**config.mk**
```make
export PLATFORM = sky130hd
export DESIGN_NAME = misr_bist_ctrl_flat
export DESIGN_NICKNAME = d
export VERILOG_FILES = /design/src/rtl/misr_bist_ctrl_pkg.sv /design/src/rtl/misr_bist_ctrl_if.sv /design/src/rtl/misr_bist_ctrl_next.sv /design/src/rtl/misr_bist_ctrl.sv /design/src/flat_wrapper.sv
export SDC_FILE = /design/constraint.sdc
export NUM_CORES = 1
export LEC_CHECK = 0
export BUFFER_PORTS_ARGS = -buffer_cell sky130_fd_sc_hd__buf_2
export CORE_AREA = 2 2 80 82
export DETAILED_ROUTE_END_ITERATION = 10
export DIE_AREA = 0 0 82 84
export PLACE_DENSITY = 0.78
export SLEW_MARGIN = 20
export SYNTH_ARGS = -nofsm -noshare
export SYNTH_HDL_FRONTEND = slang
export SYNTH_SLANG_ARGS = --single-unit
```
**constraint.sdc**
```tcl
create_clock -name clk -period 3.6 [get_ports clk]
set_input_delay 0.18 -clock clk [delete_from_list [all_inputs] [get_ports clk]]
set_output_delay 0.18 -clock clk [all_outputs]
set_load 0.01 [all_outputs]
```
**src/rtl/misr_bist_ctrl_pkg.sv**
```systemverilog
// Shared types and default constants for the MISR/LFSR signature block.
// Default feedback taps are Galois taps with the x^WIDTH term implicit.
package misr_bist_ctrl_pkg;

    typedef enum logic [1:0] {
        ST_IDLE,
        ST_RUN,
        ST_DONE
    } state_t;

    localparam logic [31:0] DEF_SEED = 32'h0000_0001;

    function automatic logic [31:0] default_poly(input int w);
        logic [31:0] p;
        case (w)
            4:       p = 32'h0000_0003;
            5:       p = 32'h0000_0005;
            6:       p = 32'h0000_0003;
            7:       p = 32'h0000_0003;
            8:       p = 32'h0000_001D;
            16:      p = 32'h0000_100B;
            24:      p = 32'h0000_001B;
            32:      p = 32'h04C1_1DB7;
            default: p = 32'h0000_001D;
        endcase
        return p;
    endfunction

endpackage

```
**src/rtl/misr_bist_ctrl_if.sv**
```systemverilog
// Run-control and result bundle between the BIST sequencer and the signature block.
// The sequencer side is the master; the signature block is the slave.
interface misr_bist_ctrl_if #(
    parameter int WIDTH = 8,
    parameter int N_IN  = 1,
    parameter int CNT_W = 16
);

    logic             start;
    logic             mode;
    logic [CNT_W-1:0] n_cycles;
    logic             grant_o;
    logic [N_IN-1:0]  scan_in;
    logic [WIDTH-1:0] golden;
    logic [WIDTH-1:0] signature;
    logic             busy;
    logic             done;
    logic             pass;
    logic [CNT_W-1:0] period;

    modport master (
        output start, mode, n_cycles, grant_o, scan_in, golden,
        input  signature, busy, done, pass, period
    );

    modport slave (
        input  start, mode, n_cycles, grant_o, scan_in, golden,
        output signature, busy, done, pass, period
    );

endinterface

```
**src/rtl/misr_bist_ctrl_next.sv**
```systemverilog
// Combinational next-signature function: Galois shift with feedback taps,
// plus the zero-extended scan inputs folded in when compacting.
module misr_bist_ctrl_next #(
    parameter int             WIDTH = 8,
    parameter int             N_IN  = 1,
    parameter logic [WIDTH-1:0] POLY = 8'h1D
) (
    input  logic [WIDTH-1:0] sig,
    input  logic [N_IN-1:0]  scan_in,
    input  logic             mode,
    output logic [WIDTH-1:0] nxt
);

    logic [WIDTH-1:0] scan_ext;
    logic [WIDTH-1:0] fb;

    always_comb begin
        scan_ext = '0;
        if (!mode) scan_ext[N_IN-1:0] = scan_in;
    end

    assign fb  = sig[WIDTH-1] ? POLY : '0;
    assign nxt = {sig[WIDTH-2:0], 1'b0} ^ fb ^ scan_ext;

endmodule

```
**src/rtl/misr_bist_ctrl.sv**
```systemverilog
// MISR/LFSR signature block with run control, golden compare and
// LFSR period measurement.
module misr_bist_ctrl
    import misr_bist_ctrl_pkg::*;
#(
    parameter int               WIDTH = 8,
    parameter int               N_IN  = 1,
    parameter logic [WIDTH-1:0] POLY  = WIDTH'(default_poly(WIDTH)),
    parameter logic [WIDTH-1:0] SEED  = WIDTH'(DEF_SEED),
    parameter int               CNT_W = 16
) (
    input  logic               clk,
    input  logic               rst,
    misr_bist_ctrl_if.slave    bus
);

    state_t           state;
    logic [WIDTH-1:0] sig;
    logic [WIDTH-1:0] nxt;
    logic [CNT_W-1:0] cnt;
    logic [CNT_W-1:0] cnt_inc;
    logic [CNT_W-1:0] n_q;
    logic             mode_q;
    logic             busy_r;
    logic             done_r;
    logic             pass_r;
    logic [CNT_W-1:0] period_r;
    logic             seed_hit;
    logic             last;

    misr_bist_ctrl_next #(
        .WIDTH (WIDTH),
        .N_IN  (N_IN),
        .POLY  (POLY)
    ) u_next (
        .sig     (sig),
        .scan_in (bus.scan_in),
        .mode    (mode_q),
        .nxt     (nxt)
    );

    assign cnt_inc  = cnt + CNT_W'(1);
    assign seed_hit = mode_q && (nxt == SEED);
    assign last     = (cnt_inc == n_q) || seed_hit;

    always_ff @(posedge clk) begin
        if (rst) begin
            state    <= ST_IDLE;
            sig      <= SEED;
            cnt      <= '0;
            n_q      <= '0;
            mode_q   <= 1'b0;
            busy_r   <= 1'b0;
            done_r   <= 1'b0;
            pass_r   <= 1'b0;
            period_r <= '0;
        end else if (bus.start) begin
            // A start from any state discards whatever run was in flight.
            sig      <= SEED;
            cnt      <= '0;
            period_r <= '0;
            n_q      <= bus.n_cycles;
            mode_q   <= bus.mode;
            if (bus.n_cycles == '0) begin
                state  <= ST_DONE;
                busy_r <= 1'b0;
                done_r <= 1'b1;
                pass_r <= (SEED == bus.golden);
            end else begin
                state  <= ST_RUN;
                busy_r <= 1'b1;
                done_r <= 1'b0;
                pass_r <= 1'b0;
            end
        end else begin
            unique case (state)
                ST_RUN: begin
                    if (bus.grant_o) begin
                        sig <= nxt;
                        cnt <= cnt_inc;
                        if (last) begin
                            state  <= ST_DONE;
                            busy_r <= 1'b0;
                            done_r <= 1'b1;
                            pass_r <= (nxt == bus.golden);
                            if (seed_hit) period_r <= cnt_inc;
                        end
                    end
                end
                ST_IDLE, ST_DONE: begin
                end
                default: state <= ST_IDLE;
            endcase
        end
    end

    assign bus.signature = sig;
    assign bus.busy      = busy_r;
    assign bus.done      = done_r;
    assign bus.pass      = pass_r;
    assign bus.period    = period_r;

endmodule

```
**src/flat_wrapper.sv**
```systemverilog
// flat-port wrapper written by rule: the top's interface ports become plain ports
module misr_bist_ctrl_flat import misr_bist_ctrl_pkg::*;
#(
    parameter int               WIDTH = 8,
    parameter int               N_IN  = 1,
    parameter logic [WIDTH-1:0] POLY  = WIDTH'(default_poly(WIDTH)),
    parameter logic [WIDTH-1:0] SEED  = WIDTH'(DEF_SEED),
    parameter int               CNT_W = 16
)
  (clk, rst, bus_start, bus_mode, bus_n_cycles, bus_grant_o, bus_scan_in, bus_golden, bus_signature, bus_busy, bus_done, bus_pass, bus_period);
  misr_bist_ctrl_if #(.WIDTH(WIDTH), .N_IN(N_IN), .CNT_W(CNT_W)) bus_i ();
  input  logic clk;
  input  logic rst;
  input wire logic [$bits(bus_i.start)-1:0] bus_start;
  input wire logic [$bits(bus_i.mode)-1:0] bus_mode;
  input wire logic [$bits(bus_i.n_cycles)-1:0] bus_n_cycles;
  input wire logic [$bits(bus_i.grant_o)-1:0] bus_grant_o;
  input wire logic [$bits(bus_i.scan_in)-1:0] bus_scan_in;
  input wire logic [$bits(bus_i.golden)-1:0] bus_golden;
  output wire logic [$bits(bus_i.signature)-1:0] bus_signature;
  output wire logic [$bits(bus_i.busy)-1:0] bus_busy;
  output wire logic [$bits(bus_i.done)-1:0] bus_done;
  output wire logic [$bits(bus_i.pass)-1:0] bus_pass;
  output wire logic [$bits(bus_i.period)-1:0] bus_period;
  assign bus_i.start = bus_start;
  assign bus_i.mode = bus_mode;
  assign bus_i.n_cycles = bus_n_cycles;
  assign bus_i.grant_o = bus_grant_o;
  assign bus_i.scan_in = bus_scan_in;
  assign bus_i.golden = bus_golden;
  assign bus_signature = bus_i.signature;
  assign bus_busy = bus_i.busy;
  assign bus_done = bus_i.done;
  assign bus_pass = bus_i.pass;
  assign bus_period = bus_i.period;
  misr_bist_ctrl #(.WIDTH(WIDTH), .N_IN(N_IN), .POLY(POLY), .SEED(SEED), .CNT_W(CNT_W)) u_core (.clk(clk), .rst(rst), .bus(bus_i));
endmodule
```
### After elaboration in Yosys (flattened, before gate mapping)

Index checks and enable logic that the tools add are counted.

* eq/ne operators: 9
* muxes and demuxes: 22
* reduce and logical (&&, ||, !) cells: 13
* div/mod/pow operators: 0
* bitwise logic cells: 2
* $add $sub $neg: 1
* shift-type cells: 0
* order comparisons: 0
* multiply operators: 0

Operators with widths (count)
* $add 16x1->16 const B: 1
* $eq 16x16->1: 1
* $logic_not 16->1: 1
* $mux 1: 16
* $eq 1x8->1 const A: 1
* $eq 8x1->1 const B: 1
* $eq 8x8->1: 1
* $mux 2: 4
* $xor 8x1->8: 1
* $xor 8x5->8: 1
* $reduce_and 3->1: 2
* $reduce_bool 2->1: 3
* $mux 5: 1
* $pmux 2 s2: 1
* $reduce_and 4->1: 1
* $reduce_or 2->1: 2
* $ne 3x2->1 const B: 1
* $ne 3x3->1 const B: 1
* $eq 2x1->1 const B: 1
* $eq 2x2->1 const B: 1
* $logic_not 2->1: 1
* $ne 2x2->1 const B: 1
* $reduce_and 2->1: 1
* $logic_and 1x1->1: 1
* $logic_or 1x1->1: 1

* ROM bits: 0
* memory bits (writable): 0
* register bits: 62
* latch bits: 0
* memories: 0
* output and inout port bits: 27

### Longest topological paths before layout

* depth after elaboration: 10
* depth in mapped cells: 10
* mapped depth without buffers: 9

### By module

From an unflattened synthesis, not the netlist that was laid out.

* cell total of the unflattened synthesis: 389
* area, all modules: 3340.7 µm²

Modules (own cells, without submodules)
* misr_bist_ctrl: sequential area each 1241.2 µm², instances 1, area an instance 3269.4 µm², cells each 380
* misr_bist_ctrl_next: sequential area each 0.0 µm², instances 1, area an instance 71.3 µm², cells each 9

### Worst setup path after synthesis

Ideal clock, no wire load.

* kind: reg2reg
* start: reg u_core.cnt[1]
* end: reg u_core.pass_r (netlist: u_core.bus.pass)
* cell stages (with the launch flop): 11
* data required time: 3.479 ns
* setup time: 0.121 ns
* period minus slack after synthesis: 2.498 ns
* data arrival time: 2.377 ns
* setup slack: 1.102 ns
* path through: dfxtp_1 ha_1 buf_4 nand3_1 xor2_1 xnor2_1 or4_1 nor4_1 a31o_2 a21oi_2 mux2_4

* longest elaborated chain between the ends: 5

Ends and longest elaborated chain
* start, declared: line misr_bist_ctrl.sv:20 `logic [CNT_W-1:0] cnt;`
* start signal, assigned: line misr_bist_ctrl.sv:80 `cnt <= cnt_inc;`
* $add 16x1->16: line misr_bist_ctrl.sv:42 `assign cnt_inc = cnt + CNT_W'(1);`
* $eq 16x16->1: line misr_bist_ctrl.sv:44 `assign last = (cnt_inc == n_q) || seed_hit;`
* $logic_or 1x1->1: line misr_bist_ctrl.sv:44
* $reduce_bool 2->1 (no source line)
* $reduce_and 3->1 (no source line)
* end signal, assigned: line misr_bist_ctrl.sv:68 `pass_r <= (SEED == bus.golden);`
* end signal, assigned: line misr_bist_ctrl.sv:85 `pass_r <= (nxt == bus.golden);`
* end, declared: line misr_bist_ctrl.sv:26 `logic pass_r;`

No other way between the ends.
A chain may end at the register's enable or synchronous reset.

### Worst setup path in the final report

* start: reg u_core.cnt[0]
* end: reg u_core.pass_r (netlist: u_core.bus.pass)

Same word-level chain as after synthesis.

==> results.json <==
{
  "grt_max_degree": 41,
  "power_density_mw_per_mm2": 424,
  "final_core_util": 0.615,
  "fin_hold_ws_ns": 0.0666,
  "worst_pin_slew_ns": 0.747,
  "multiInputGateArea_mm2": 0.00185,
  "grt_pass1_vias": 2514,
  "slew_headroom": 0.502,
  "crit_path_cell_trace": "ha_1, nand3_1, xor2_1, xnor2_1, or4_1, nor4_1, a31o_2, a21oi_2, mux2_4",
  "reg2reg_from": "u_core.cnt[0]$_SDFFE_PP0P_",
  "r2r_slack_ns": 0.56,
  "clockPowerShare": 0.480,
  "viasPerCell": 5.59,
  "route.detailed.drc": 0,
  "synth_edf_count": 0,
  "crit_type": "reg2reg",
  "cts_buffers": 9,
  "area_growth_pct": 14.1,
  "ant_nets": 0,
  "min_to": "u_core.mode_q$_SDFFE_PP0P_",
  "p_int_mw": 1.25,
  "holdPathStages": 3,
  "skew_ns": 0.0144,
  "cts_sinks": 62,
  "htreeDepth": 3,
  "gp_congestion": 0.933,
  "wl_per_cell_um": 15.4,
  "seqPwrFrac": 0.452,
  "start_util": 0.539,
  "hold_viol_final": 0,
  "critPathTopFamily": "simple AND/OR/NAND/NOR gates",
  "hpwl_um": 5730,
  "r2r-end": "u_core.bus.pass$_SDFFE_PP0P_",
  "stdcell_count": 502,
  "required_ns": 3.82,
  "grt_overflow_total": 0,
  "first_pass_iters": 4,
  "dieArea_mm2": 0.00689,
  "grtUsageTotal": 0.238,
  "placed_cells": 486,
  "yosys_warnings": 0,
  "synth_top_area_frac": 0.378,
  "p_sw_mw": 0.339,
  "worstPathMaxFanout": 10,
  "yosysUniqueCellTypes": 56,
  "max_freq_ghz": 0.329,
  "vias": 2804,
  "post_cts_buffers": 0,
  "tns_ns": 0,
  "seqCellArea_mm2": 0.00124,
  "yosys.area.top_type": "dfxtp_1",
  "yosys-top-cells-area": "dfxtp_1, xnor2_1, nor2_1",
  "io_buffer_count": 56,
  "maxCapViolCount": 0,
  "cp_num_cells": 9,
  "synthesis.nets": 415,
  "drt_iter0_markers": 131,
  "routed_wl_um": 7720,
  "critPathArrivalTime_ns": 3.26,
  "slowest_delay_ns": 0.51,
  "vdd_drop_max_v": 0.000335,
  "layout-drive-gt1-share": 0.205,
  "syn_avg_cell_area_um2": 8.56,
  "end_kind": "register",
  "synth-seq-cells": 62,
  "antenna_found_initial": 0,
  "clk_latency_ns": 0.35,
  "clk_path_buf_depth": 2,
  "critPathSlowestCell": "dfxtp_1",
  "layout.nets": 451,
  "min_path_type": "in2reg",
  "fillers": 550,
  "synthesis.area_mm2": 0.00329,
  "antenna_cells": 0,
  "path_clk_slew_ns": 0.08,
  "fin_crit_ns": 3.04,
  "cts_tree": "built",
  "pin_count": 57,
  "ys_seq_area_frac": 0.378,
  "sw_frac_of_total": 0.213,
  "cts_root_buf": "clkbuf_8",
  "core_area_mm2": 0.00610,
  "rsz0062_at_grt": "false",
  "grt_pass1_wl_um": 12600,
  "final_max_slew_viol_count": 0,
  "die_w_um": 82,
  "total_power_mw": 1.59,
  "min-delay-start": "bus_mode",
  "reg2regPathDepth": 9,
  "cts_hold_buf": 0,
  "final-setup-viol-count": 0,
  "start_kind": "register",
  "synth_ff_type": "dfxtp_1",
  "leakage_nw": 1.40,
  "async_flop_share": 0,
  "die_h_um": 84,
  "fin_crit_sh": 0.844,
  "p_comb_frac": 0.068,
  "status": "finished clean",
  "path_buf_inv": 0,
  "post_cts_resized": 0,
  "rows": 29,
  "syn_inst": 384
}
power by group through the flow:
| stage | combinational (mW) | clock, mW | sequential, mW |
|---|---|---|---|
| finish | 0.108 | 0.763 | 0.719 |
| global route | 0.121 | 0.800 | 0.720 |
| CTS | 0.109 | 0.772 | 0.718 |
| detailed placement | 0.108 | 0 | 0.734 |
| global placement | 0.106 | 0 | 0.733 |
| floorplan | 0.0739 | 0 | 0.728 |
cells in the final DEF (no fill, tap or decap), drive strengths merged, types with 2 or more instances in the layout:
| master | instances |
|---|---|
| mux2i | 21 |
| or3 | 6 |
| a31oi | 3 |
| nand3b | 2 |
| bufinv | 3 |
| o21ai | 5 |
| nor3b | 2 |
| and3 | 2 |
| o22ai | 3 |
| nand2b | 2 |
| nand2 | 24 |
| nand3 | 15 |
| nor3 | 9 |
| and4 | 2 |
| or2 | 3 |
| mux2 | 2 |
| nor4b | 2 |
| nand4 | 9 |
| xnor2 | 28 |
| nor2 | 59 |
| a21oi | 18 |
| a211oi | 15 |
| clkbuf | 13 |
| nor2b | 3 |
| nor4 | 9 |
| buf | 59 |
| and2 | 5 |
| xor2 | 18 |
| dfxtp | 62 |
| inv | 4 |
area by class of cell:
| cell class | instances | share of cell area |
|---|---|---|
| clock inverters | 3 | 0.0240 |
| multi-input cells | 284 | 0.492 |
| repair buffers | 59 | 0.0807 |
| inverters | 4 | 0.00400 |
| clock buffers | 13 | 0.0424 |
| well taps | 77 | 0.0257 |
| flip-flops and latches | 62 | 0.331 |
kinds of logic (layout without fill, tap and decap cells):
family / after synthesis / after routing / share of synthesized area
buffers and inverters: 38 / 79 / 0.0621
AO/OA/AOI/OAI: 57 / 57 / 0.118
AND/OR/NAND/NOR: 157 / 157 / 0.243
flip-flops: 62 / 62 / 0.378
XOR/XNOR: 46 / 46 / 0.123
adder cells (fa/ha/maj): 1 / 1 / 0.00381
multiplexers: 23 / 23 / 0.0720
synth_stat cells, drive strengths merged (2+ instances only):
master,n
o22ai,3
and4,2
xor2,18
nand2,24
nand2b,2
a211oi,15
nor3b,2
a21oi,18
nand3b,2
o21ai,5
xnor2,28
and3,2
mux2i,21
dfxtp,62
clkbuf,17
nand4,9
nor2,59
a31oi,3
buf,17
nor3,9
inv,4
nor4b,2
nand3,15
nor2b,3
and2,5
nor4,9
mux2,2
or2,3
or3,6
stage by stage:
step | area [um2] | worst slack, ns
finish | 3750 | 0.560
global route | 3750 | 0.324
CTS | 3750 | 0.591
detailed placement | 3500 | 0.594
global placement | 3500 | 0.729
floorplan | 3290 | 1.10
worst max-delay path by stage:
stage / startpoint / slack [ns] / endpoint
after CTS: u_core.cnt[0]$_SDFFE_PP0P_ / 0.59 / u_core.bus.pass$_SDFFE_PP0P_
final: u_core.cnt[0]$_SDFFE_PP0P_ / 0.56 / u_core.bus.pass$_SDFFE_PP0P_
after detailed placement: u_core.cnt[0]$_SDFFE_PP0P_ / 0.59 / u_core.bus.pass$_SDFFE_PP0P_
after global placement: u_core.cnt[0]$_SDFFE_PP0P_ / 0.73 / u_core.bus.pass$_SDFFE_PP0P_
after global routing: u_core.cnt[0]$_SDFFE_PP0P_ / 0.32 / u_core.bus.pass$_SDFFE_PP0P_
after floorplan: u_core.cnt[1]$_SDFFE_PP0P_ / 1.10 / u_core.bus.pass$_SDFFE_PP0P_
worst min-delay path, delay by kind of cell:
kind / cells / cell delay [ns]
muxes: 1 / 0.05
buffers and inverters: 1 / 0.07
and+or+nand+nor: 1 / 0.07
sequential cells by signal (all words and copies together), names as in the netlist, 2 cells and up:
| register | cells |
|---|---|
| u_core.n_q | 16 |
| u_core.cnt | 16 |
| u_core.bus.signature | 8 |
| u_core.bus.period | 16 |
| u_core.state | 2 |
per-layer routing:
| metal | vias up | track usage | wire [um] |
|---|---|---|---|
| met4 | 0 | 0.0894 | 107 |
| met3 | 8 | 0.0498 | 481 |
| met1 | 1287 | 0.354 | 3750 |
| met2 | 92 | 0.334 | 3380 |
| li1 | 1417 | - | - |
| met5 | - | 0 | 0 |
Power figures use the tool's default switching activity.
